### src/rtl/scoreboard_hazard_unit.sv
// Scoreboard hazard unit for the ID stage.
// Each architectural register r (r != 0) has a countdown cnt[r]. It holds the
// number of cycles until the register's pending result can be forwarded to an
// EXE consumer, with a BR_EXTRA bias for branches that resolve in ID. The
// all-ones code (STICKY) marks a variable-latency producer. Such a register
// stays busy until a writeback release arrives.
module scoreboard_hazard_unit #(
   parameter int REG_ADDR_W = 5,
   parameter int SRC_NUM    = 2,
   parameter int LAT_W      = 3,
   parameter int BR_EXTRA   = 1
) (
   input  logic                          clk,
   input  logic                          rst_n,
   input  logic                          id_valid,
   input  logic [SRC_NUM*REG_ADDR_W-1:0] id_src_addr,
   input  logic [SRC_NUM-1:0]            id_src_used,
   input  logic                          id_is_branch,
   input  logic                          id_wreg,
   input  logic [REG_ADDR_W-1:0]         id_dst_addr,
   input  logic [LAT_W-1:0]              id_lat,
   input  logic                          wb_valid,
   input  logic [REG_ADDR_W-1:0]         wb_addr,
   input  logic                          flush,
   output logic                          stall,
   output logic                          stall_raw,
   output logic                          stall_waw,
   output logic [REG_ADDR_W:0]           long_busy_cnt
);

   localparam int NREG = 1 << REG_ADDR_W;
   localparam logic [LAT_W-1:0] STICKY     = {LAT_W{1'b1}};
   localparam logic [LAT_W-1:0] STICKY_M1  = STICKY - LAT_W'(1);
   localparam logic [LAT_W:0]   BR_EXTRA_W = (LAT_W+1)'(BR_EXTRA);

   logic [LAT_W-1:0]    cnt_q [NREG];
   logic [LAT_W-1:0]    cnt_d [NREG];
   logic [REG_ADDR_W:0] busy_q;
   logic [REG_ADDR_W:0] busy_d;

   logic [SRC_NUM-1:0]  src_hit_s;
   logic                waw_hit_s;
   logic                stall_s;
   logic                issue_s;
   logic                rec_s;
   logic [LAT_W:0]      lat_ext_s;
   logic [LAT_W-1:0]    rec_val_s;

   // Per-operand RAW check. A branch waits for a zero count. An EXE consumer
   // can take forwarding once the count has fallen to BR_EXTRA.
   for (genvar k = 0; k < SRC_NUM; k++) begin : g_src
      logic [REG_ADDR_W-1:0] addr_s;
      logic [LAT_W-1:0]      cnt_sel_s;
      logic                  pend_s;
      assign addr_s    = id_src_addr[k*REG_ADDR_W +: REG_ADDR_W];
      assign cnt_sel_s = cnt_q[addr_s];
      assign pend_s    = id_is_branch ? (cnt_sel_s != '0)
                                      : ({1'b0, cnt_sel_s} > BR_EXTRA_W);
      assign src_hit_s[k] = id_src_used[k] & (addr_s != '0) & pend_s;
   end

   // The stall flags are held at 0 while reset is asserted, in addition to the counters being cleared.
   assign waw_hit_s = id_wreg & (id_dst_addr != '0) & (cnt_q[id_dst_addr] == STICKY);
   assign stall_raw = rst_n & id_valid & (|src_hit_s);
   assign stall_waw = rst_n & id_valid & waw_hit_s;
   assign stall_s   = stall_raw | stall_waw;
   assign stall     = stall_s;

   assign issue_s = id_valid & ~stall_s & ~flush;
   assign rec_s   = issue_s & id_wreg & (id_dst_addr != '0);

   // The recorded latency saturates just below STICKY, so a fixed-latency producer can never become sticky.
   always_comb begin
      lat_ext_s = {1'b0, id_lat} + BR_EXTRA_W;
      if (id_lat == STICKY) begin
         rec_val_s = STICKY;
      end else if (lat_ext_s > {1'b0, STICKY_M1}) begin
         rec_val_s = STICKY_M1;
      end else begin
         rec_val_s = lat_ext_s[LAT_W-1:0];
      end
   end

   // Next-state counters. Priority is flush, then issue, then release, then
   // countdown. The same loop counts the registers that will be sticky.
   always_comb begin
      busy_d = '0;
      for (int r = 0; r < NREG; r++) begin
         if (r == 0) begin
            cnt_d[r] = '0;
         end else if (flush) begin
            cnt_d[r] = '0;
         end else if (rec_s && (id_dst_addr == REG_ADDR_W'(r))) begin
            cnt_d[r] = rec_val_s;
         end else if (wb_valid && (wb_addr == REG_ADDR_W'(r)) && (cnt_q[r] == STICKY)) begin
            cnt_d[r] = '0;
         end else if (cnt_q[r] == STICKY) begin
            cnt_d[r] = STICKY;
         end else if (cnt_q[r] != '0) begin
            cnt_d[r] = cnt_q[r] - LAT_W'(1);
         end else begin
            cnt_d[r] = '0;
         end
         if (cnt_d[r] == STICKY) begin
            busy_d = busy_d + (REG_ADDR_W+1)'(1);
         end else begin
            busy_d = busy_d;
         end
      end
   end

   // Counter array and sticky-count register, cleared asynchronously.
   always_ff @(posedge clk or negedge rst_n) begin
      if (!rst_n) begin
         for (int r = 0; r < NREG; r++) begin
            cnt_q[r] <= '0;
         end
         busy_q <= '0;
      end else begin
         for (int r = 0; r < NREG; r++) begin
            cnt_q[r] <= cnt_d[r];
         end
         busy_q <= busy_d;
      end
   end

   assign long_busy_cnt = busy_q;

endmodule

### config.mk
export PLATFORM = sky130hd
export DESIGN_NAME = scoreboard_hazard_unit
export DESIGN_NICKNAME = d
export VERILOG_FILES = /design/src/rtl/scoreboard_hazard_unit.sv
export SDC_FILE = /design/constraint.sdc
export NUM_CORES = 1
export LEC_CHECK = 0
export CORE_ASPECT_RATIO = 0.9
export CORE_MARGIN = 2
export CORE_UTILIZATION = 60
export DETAILED_ROUTE_END_ITERATION = 8
export PLACE_DENSITY = 0.87
export SYNTH_ARGS = -nofsm -noshare
export SYNTH_HDL_FRONTEND = slang
export SYNTH_SLANG_ARGS = --single-unit
### constraint.sdc
create_clock -name clk -period 35.8 [get_ports clk]
set_input_delay 8.95 -clock clk [delete_from_list [all_inputs] [get_ports clk]]
set_output_delay 8.95 -clock clk [all_outputs]
set_load 0.005 [all_outputs]
==> results.json, run 1 <==
{
  "wl_um": 42100,
  "area_growth_pct": 6.34,
  "synthesis.yosys.warnings": 0,
  "setup.worst_path.end_class": "flop",
  "dpl-instance-area_um2": 13900,
  "drv_cap": 0,
  "grt_pass1_wl_um": 66400,
  "place.gp.congestion": 1.00,
  "startpoint": "id_dst_addr[1]",
  "antenna_found_initial": 1,
  "io_pins": 41,
  "postCtsHoldBufs": 0,
  "cts_resized": 0,
  "syn-num-nets": 1838,
  "max_slew_margin": 0.256,
  "critPathKind": "in2reg",
  "crit_arrival_ps": 33750,
  "critPathTopFamily": "adder cells",
  "critPathLaunchType": "input pin",
  "async_reset_ff_frac": 1.00,
  "rsz0062_at_grt": "false",
  "dr.pass1.iters": 7,
  "synthDistinctLibCells": 90,
  "rows": 51,
  "syn_area_um2": 13400,
  "ys_seq_elements": 99,
  "maxSlewViolCount": 0,
  "start_util": 0.614,
  "die_w_um": 161,
  "worstPathMaxFanout": 21,
  "p_leak_nw": 6.29,
  "ff2ff_path_depth": 104,
  "cts_buffers": 9,
  "cts_tree": "built",
  "layout_common_cells": "nor2_1 (293), a21oi_1 (148), nand2_1 (142)",
  "fin_hold_ws_ps": 802,
  "clockBufferDepth": 2,
  "status": "finished clean",
  "ys_seq_area_frac": 0.185,
  "crit_required_ps": 36040,
  "whs_path_depth": 3,
  "vias": 13613,
  "grtUsageTotal": 0.353,
  "setup_violations": 0,
  "drt_iter0_drc": 1997,
  "via_per_inst": 6.80,
  "cpMostUsedCell": "ha_1",
  "finalClockSkew_ps": 16.3,
  "grt_max_degree": 65,
  "drc": 0,
  "synth_edf_count": 0,
  "slowest_stage": "clkdlybuf4s50_1",
  "grt_overflow": 0,
  "total_power_mw": 0.265,
  "grt_pass1_vias": 12558,
  "hold_violations": 0,
  "r2r_end": "long_busy_cnt[5]",
  "hp-class": "reg2reg",
  "r2r_slack_ps": 11710,
  "numPortBuffers": 40,
  "drive_gt1_frac": 0.0824,
  "ant_nets": 0,
  "fillCellCount": 1816,
  "die_area_um2": 23500,
  "postLayoutCellArea_um2": 14200,
  "place_ws_ps": 2340,
  "h-tree-depth": 3,
  "clk_latency_ps": 370,
  "min_period_ps": 33500,
  "tightestPinTransition_ps": 1110,
  "p_per_area_nw_per_um2": 18.6,
  "cts.sinks": 99,
  "setup_ws_ps": 2300,
  "cts.clk_slew.worst_paths_ps": 80,
  "synth_cells": 1712,
  "wl_per_cell_um": 21.0,
  "fp.dieH_um": 146,
  "vdd_ir_drop_max_v": 0.0000197,
  "critPathBufInv": 11,
  "finalCritPeriodShare": 0.936,
  "yosys_most_used_dff": "dfrtp_1",
  "cpPeakStageDelay_ps": 1170,
  "finalNonFillerCells": 2003,
  "whs_endpoint": "cnt_q[30]",
  "fmax_mhz": 29.8,
  "dp.cells": 1988,
  "dp_hpwl_um": 31600,
  "fp.coreArea_um2": 21800,
  "final_nets": 1834,
  "tns_ps": 0,
  "layout_commonest_cell": "nor2_1",
  "fin_util": 0.653,
  "rr_startpoint": "cnt_q[92]",
  "syn_avg_cell_area_um2": 7.81,
  "cts_root_buf": "clkbuf_16",
  "min-delay-start": "cnt_q[30]",
  "post-cts-setup-buffers": 0,
  "antennaDiodeCount": 0
}
==> cells by family (layout without fill, tap and decap cells) <==
logic type                 Yosys count  count (layout)  synth area share
AOI/OAI and AO/OA                  407             407             0.203
xor gates and xnor gates           115             115             0.110
adders and majority gates           95              95            0.0887
buffers and inverters              169             169            0.0534
DFF                                 99              99             0.185
muxes                               89              89             0.100
and+or+nand+nor                    738             738             0.259
==> Yosys cell counts, drive strengths merged, types with 7 or more instances <==
cell / instances / area share
ha: 94 / 0.088
nand4b: 7 / 0.0046
nor3b: 9 / 0.0051
or4: 12 / 0.0067
a22oi: 7 / 0.0039
mux4: 34 / 0.057
xnor3: 21 / 0.036
a21oi: 148 / 0.055
or3: 8 / 0.0037
a211oi: 79 / 0.045
o2111ai: 7 / 0.0046
nand2: 142 / 0.040
o21ai: 35 / 0.013
o22ai: 16 / 0.0075
mux2: 14 / 0.012
xnor2: 66 / 0.054
nand2b: 17 / 0.0080
nor2: 295 / 0.083
and2: 17 / 0.0080
buf: 27 / 0.013
a21o: 8 / 0.0045
nor2b: 23 / 0.011
inv: 96 / 0.027
a31oi: 11 / 0.0051
and3: 15 / 0.0070
nor3: 69 / 0.026
or2: 12 / 0.0056
nor4: 17 / 0.011
xor2: 27 / 0.019
mux2i: 41 / 0.031
nand3b: 7 / 0.0039
clkbuf: 46 / 0.013
dfrtp: 99 / 0.19
nand4: 8 / 0.0037
nand3: 73 / 0.027
o211ai: 10 / 0.0060
o31ai: 12 / 0.0071
==> sequential cells by signal, indices dropped and copies added (netlist names) <==
name           count
cnt_q             93
long_busy_cnt      6
==> routing by layer <==
layer	share of wire	wire length, µm	GRT usage	up-vias
li1	-	-	-	6196
met1	0.41	17200	0.496	6354
met2	0.42	17700	0.520	909
met3	0.13	5290	0.0824	154
met4	0.046	1930	0.158	0
met5	0	0	0	-
==> area by class of cell <==
cell class	count	area [µm²]	share of cell area
well taps	291	364	0.0256
multi-input cells	1444	10200	0.716
clock inverters	6	73.8	0.00519
clock buffers	9	225	0.0158
inverters	96	363	0.0255
flip-flops and latches	99	2480	0.174
repair buffers	58	531	0.0373
==> where the power goes <==
group          internal [mW]  switching, mW
clock                 0.0550         0.0516
sequential             0.112       0.000910
combinational         0.0131         0.0317
==> worst register-to-register path: cells and delay by family, from the launching register on <==
| kind | cells | cell delay (ps) |
|---|---|---|
| xor+xnor | 2 | 850 |
| flops | 1 | 500 |
| fa+ha+maj | 28 | 8480 |
| compound gates | 25 | 5500 |
| buf+inv | 9 | 670 |
| mux | 11 | 2660 |
| simple gates | 29 | 5270 |
==> how the worst max path moves through the flow <==
stage,end,cells past startpoint
floorplan,long_busy_cnt[5],109
global placement,long_busy_cnt[5],104
detailed placement,long_busy_cnt[5],104
CTS,long_busy_cnt[5],106
global route,long_busy_cnt[5],106
finish,long_busy_cnt[5],104
Power figures use the tool's default switching activity.
==> inputs of run 2 (changes only) <==
--- a/config.mk
+++ b/config.mk
@@ -8,8 +8,9 @@
 export CORE_ASPECT_RATIO = 0.9
 export CORE_MARGIN = 2
 export CORE_UTILIZATION = 60
+export CTS_CLUSTER_DIAMETER = 30
 export DETAILED_ROUTE_END_ITERATION = 8
-export PLACE_DENSITY = 0.87
+export PLACE_DENSITY = 0.78
 export SYNTH_ARGS = -nofsm -noshare
 export SYNTH_HDL_FRONTEND = slang
 export SYNTH_SLANG_ARGS = --single-unit
==> run 2 against run 1 <==
Net effect:
- sequential power about the same
- sequential cell count unchanged
- global-route usage fell by 0.51 points
- worst setup slack improved by 750 ps
- utilization is 0.081 points higher
- critical endpoint unchanged
- largest cell class unchanged
==> results.json, run 2 (synthesized netlist as in run 1, its figures left out) <==
{
  "setup_ws_ps": 3050,
  "cts_root_buf": "clkbuf_16",
  "tns_ps": 0,
  "drt_iter0_drc": 1531,
  "setup.worst_path.end_class": "flop",
  "cts_tree": "built",
  "maxSlewViolCount": 0,
  "clk_latency_ps": 370,
  "max_slew_margin": 0.269,
  "postCtsHoldBufs": 0,
  "layout_commonest_cell": "nor2_1",
  "ant_nets": 0,
  "post-cts-setup-buffers": 0,
  "hp-class": "reg2reg",
  "cts.clk_slew.worst_paths_ps": 70,
  "rows": 51,
  "drive_gt1_frac": 0.0824,
  "postLayoutCellArea_um2": 14200,
  "dp_hpwl_um": 31300,
  "place_ws_ps": 2960,
  "crit_required_ps": 36050,
  "dr.pass1.iters": 6,
  "drv_cap": 0,
  "finalClockSkew_ps": 11.1,
  "fp.dieH_um": 146,
  "setup_violations": 0,
  "cts_buffers": 9,
  "grt_pass1_wl_um": 65200,
  "largest_reg_flops": 93,
  "cts.sinks": 99,
  "antenna_found_initial": 1,
  "grtUsageTotal": 0.348,
  "rsz0062_at_grt": "false",
  "p_leak_nw": 6.29,
  "final_nets": 1834,
  "cpMostUsedCell": "ha_1",
  "layout_common_cells": "nor2_1 (293), a21oi_1 (148), nand2_1 (142)",
  "die_w_um": 161,
  "wl_um": 41500,
  "vdd_ir_drop_max_v": 0.0000243,
  "finalCritPeriodShare": 0.915,
  "status": "finished clean",
  "top_register": "cnt_q",
  "die_area_um2": 23500,
  "fin_util": 0.654,
  "numPortBuffers": 40,
  "worstPathMaxFanout": 17,
  "critPathLaunchType": "input pin",
  "grt_pass1_vias": 11927,
  "io_pins": 41,
  "area_growth_pct": 6.47,
  "p_per_area_nw_per_um2": 18.6,
  "fp.coreArea_um2": 21800,
  "grt_max_degree": 62,
  "place.gp.congestion": 1.10,
  "slowest_stage": "clkdlybuf4s50_1",
  "cts_resized": 0,
  "critPathKind": "in2reg",
  "start_util": 0.614,
  "tightestPinTransition_ps": 1090,
  "fillCellCount": 1886,
  "h-tree-depth": 3,
  "min_period_ps": 32750,
  "hold_violations": 0,
  "fmax_mhz": 30.5,
  "crit_arrival_ps": 33000,
  "clockBufferDepth": 2,
  "wl_per_cell_um": 20.7,
  "dpl-instance-area_um2": 13900,
  "via_per_inst": 6.60,
  "drc": 0,
  "regArea_um2": 2480,
  "multi_input_area_um2": 10200,
  "vias": 13218,
  "cpPeakStageDelay_ps": 940,
  "fin_hold_ws_ps": 790,
  "grt_overflow": 0
}
==> run 2: metal layers <==
metal | GRT usage | part of all wire | routed length, µm
met1 | 0.491 | 0.43 | 17700
met2 | 0.510 | 0.42 | 17500
met3 | 0.0929 | 0.12 | 4980
met4 | 0.133 | 0.032 | 1330
met5 | 0 | 0 | 0
==> run 2: final timing paths <==
| kind | slack, ps | start | to | depth (start not counted) |
|---|---|---|---|---|
| worst max-delay path | 3050 | id_src_addr[6] | long_busy_cnt[5] | 105 |
| worst min-delay path | 790 | cnt_q[12] | cnt_q[12] | 3 |
| worst max register to register | 11970 | cnt_q[92] | long_busy_cnt[5] | 104 |
| worst min register to register | 790 | cnt_q[12] | cnt_q[12] | 3 |
| max in group asynchronous | 25980 | rst_n | cnt_q[5] | 2 |
| min in group asynchronous | 8570 | rst_n | cnt_q[73] | 1 |
==> run 2: layout make-up <==
type,instances,area share
Sequential cell,99,0.174
Clock inverter,6,0.00624
Inverter,96,0.0255
Antenna cell,1,0.000176
Clock buffer,9,0.0158
Tap cell,291,0.0256
Multi-Input combinational cell,1444,0.715
Timing Repair Buffer,58,0.0373
==> run 2: where the power goes <==
part	total (mW)	leakage [nW]	internal [mW]	switching, mW
Sequential	0.113	1.38	0.112	0.000938
Combinational	0.0439	4.76	0.0131	0.0307
Clock	0.108	0.148	0.0611	0.0473
Total	0.265	6.29	0.186	0.0790
==> run 2: worst max-delay path: cells and delay by family <==
family                     cells  cell delay (ps)
adders and majority gates     28             8500
AOI/OAI and AO/OA             25             5310
and+or+nand+nor               29             5070
muxes                         11             2690
buffers and inverters         10             1620
xor gates and xnor gates       2              790
==> run 2: metrics by stage <==
step           power, mW  cells
3_3_place_gp       0.157   1988
5_1_grt            0.273   2003
3_5_place_dp       0.157   1988
2_1_floorplan      0.140   1712
6_report           0.265   2004
4_1_cts            0.265   2003
==> inputs of run 3 (changes only) <==
--- a/config.mk
+++ b/config.mk
@@ -10,7 +10,8 @@
 export CORE_UTILIZATION = 60
 export CTS_CLUSTER_DIAMETER = 30
 export DETAILED_ROUTE_END_ITERATION = 8
-export PLACE_DENSITY = 0.78
+export DONT_BUFFER_PORTS = 1
+export PLACE_DENSITY = 0.76
 export SYNTH_ARGS = -nofsm -noshare
 export SYNTH_HDL_FRONTEND = slang
 export SYNTH_SLANG_ARGS = --single-unit
==> run 3 against run 2 <==
Net effect:
- worst hold slack got worse by 1.2 ps
- final area is 3.0% lower
- via count decreased by 0.73%
- cell count decreased by 2.2%
- power shrank 4.7%
- first-iteration DRC count is 21% higher
- worst setup slack improved by 790 ps
- highest routed layer unchanged
- non-clock buffer count down 44
==> results.json, run 3 (synthesized netlist as in run 1, its figures left out) <==
{
  "cts_tree": "built",
  "cts_root_buf": "clkbuf_16",
  "h-tree-depth": 3,
  "min-delay-start": "cnt_q[48]",
  "cts_resized": 0,
  "hold_violations": 0,
  "start_util": 0.614,
  "wl_per_cell_um": 21.6,
  "via_per_inst": 6.69,
  "dr.pass1.iters": 6,
  "die_w_um": 161,
  "rows": 51,
  "fmax_mhz": 31.3,
  "max_slew_margin": 0.262,
  "p_per_area_nw_per_um2": 18.3,
  "finalClockSkew_ps": 9.95,
  "finalNonFillerCells": 1960,
  "setup.worst_path.end_class": "flop",
  "fp.dieH_um": 146,
  "numPortBuffers": 0,
  "grt_max_degree": 106,
  "setup_ws_ps": 3840,
  "drive_gt1_frac": 0.0815,
  "vdd_ir_drop_max_v": 0.0000258,
  "rsz0062_at_grt": "false",
  "clockBufferDepth": 2,
  "dp_hpwl_um": 31600,
  "tightestPinTransition_ps": 1100,
  "slowest_stage": "nor2b_1",
  "grt_pass1_wl_um": 67200,
  "die_area_um2": 23500,
  "antenna_found_initial": 0,
  "ff2ff_path_depth": 104,
  "worstPathMaxFanout": 17,
  "dpl-instance-area_um2": 13500,
  "regArea_um2": 2480,
  "cpPeakStageDelay_ps": 710,
  "maxSlewViolCount": 0,
  "grt_overflow": 0,
  "io_pins": 41,
  "dp.cells": 1944,
  "wl_um": 42300,
  "r2r_end": "long_busy_cnt[5]",
  "hp-class": "reg2reg",
  "cpMostUsedCell": "ha_1",
  "whs_path_depth": 3,
  "drt_iter0_drc": 1859,
  "drv_cap": 0,
  "crit_arrival_ps": 32210,
  "r2r_slack_ps": 11830,
  "status": "finished clean",
  "multi_input_area_um2": 10200,
  "area_growth_pct": 3.30,
  "layout_commonest_cell": "nor2_1",
  "fillCellCount": 1928,
  "min_period_ps": 31960,
  "postCtsHoldBufs": 0,
  "cts.clk_slew.worst_paths_ps": 80,
  "largest_reg_flops": 93,
  "clk_latency_ps": 370,
  "grtUsageTotal": 0.361,
  "layout_common_cells": "nor2_1 (293), a21oi_1 (148), nand2_1 (142)",
  "grt_pass1_vias": 12246,
  "rr_startpoint": "cnt_q[80]",
  "p_leak_nw": 6.13,
  "postLayoutCellArea_um2": 13800,
  "total_power_mw": 0.253,
  "vias": 13121,
  "place.gp.congestion": 0.992,
  "whs_endpoint": "cnt_q[48]",
  "cts.sinks": 99,
  "cts_buffers": 9,
  "crit_required_ps": 36050,
  "critPathLaunchType": "input pin",
  "finalCritPeriodShare": 0.893,
  "fp.coreArea_um2": 21800,
  "top_register": "cnt_q",
  "ant_nets": 0,
  "setup_violations": 0,
  "antennaDiodeCount": 0,
  "final_nets": 1790,
  "drc": 0,
  "post-cts-setup-buffers": 0,
  "critPathKind": "in2reg",
  "tns_ps": 0,
  "place_ws_ps": 3700
}
run 3: final cells by class:
class | instances | share of cell area
inverter | 96 | 0.0263
clock buffer | 9 | 0.0163
multi-input combinational | 1444 | 0.737
timing repair buffer | 14 | 0.00761
sequential | 99 | 0.179
clock inverter | 7 | 0.00679
tap | 291 | 0.0264
run 3: worst max path at each step:
stage	slack, ps	start	end
after floorplan	6060	id_src_addr[1]	long_busy_cnt[5]
final	3840	id_dst_addr[3]	long_busy_cnt[5]
after global routing	2210	id_dst_addr[3]	long_busy_cnt[5]
after CTS	4030	id_dst_addr[3]	long_busy_cnt[5]
after detailed placement	3700	id_dst_addr[3]	long_busy_cnt[5]
after global placement	4530	id_src_addr[5]	long_busy_cnt[5]
run 3: report_power, final:
part           switching, mW  total (mW)  internal (mW)
combinational         0.0207      0.0307        0.00992
clock                 0.0526       0.109         0.0564
sequential          0.000924       0.113          0.112
total                 0.0743       0.253          0.178
run 3: per-layer routing:
layer | routed length [µm] | vias up | global-route usage | part of all wire
met5 | 0 | - | 0 | 0
met4 | 1340 | 0 | 0.128 | 0.032
met3 | 4640 | 98 | 0.0861 | 0.11
met2 | 17900 | 694 | 0.531 | 0.42
met1 | 18400 | 6234 | 0.517 | 0.44
li1 | - | 6095 | - | -
run 3: stage by stage:
step            util  hold WS (ps)
6_report       0.635           789
5_1_grt        0.635           822
4_1_cts        0.635           772
3_5_place_dp   0.620           760
3_3_place_gp   0.620           751
2_1_floorplan      -           672
run 3: critical path: cells and delay by family:
kind	cells	cell delay, ps
XOR/XNOR	2	820
buffers and inverters	9	660
AO/OA/AOI/OAI	25	4820
multiplexers	10	2540
adder cells (fa/ha/maj)	28	8500
AND/OR/NAND/NOR	29	5860
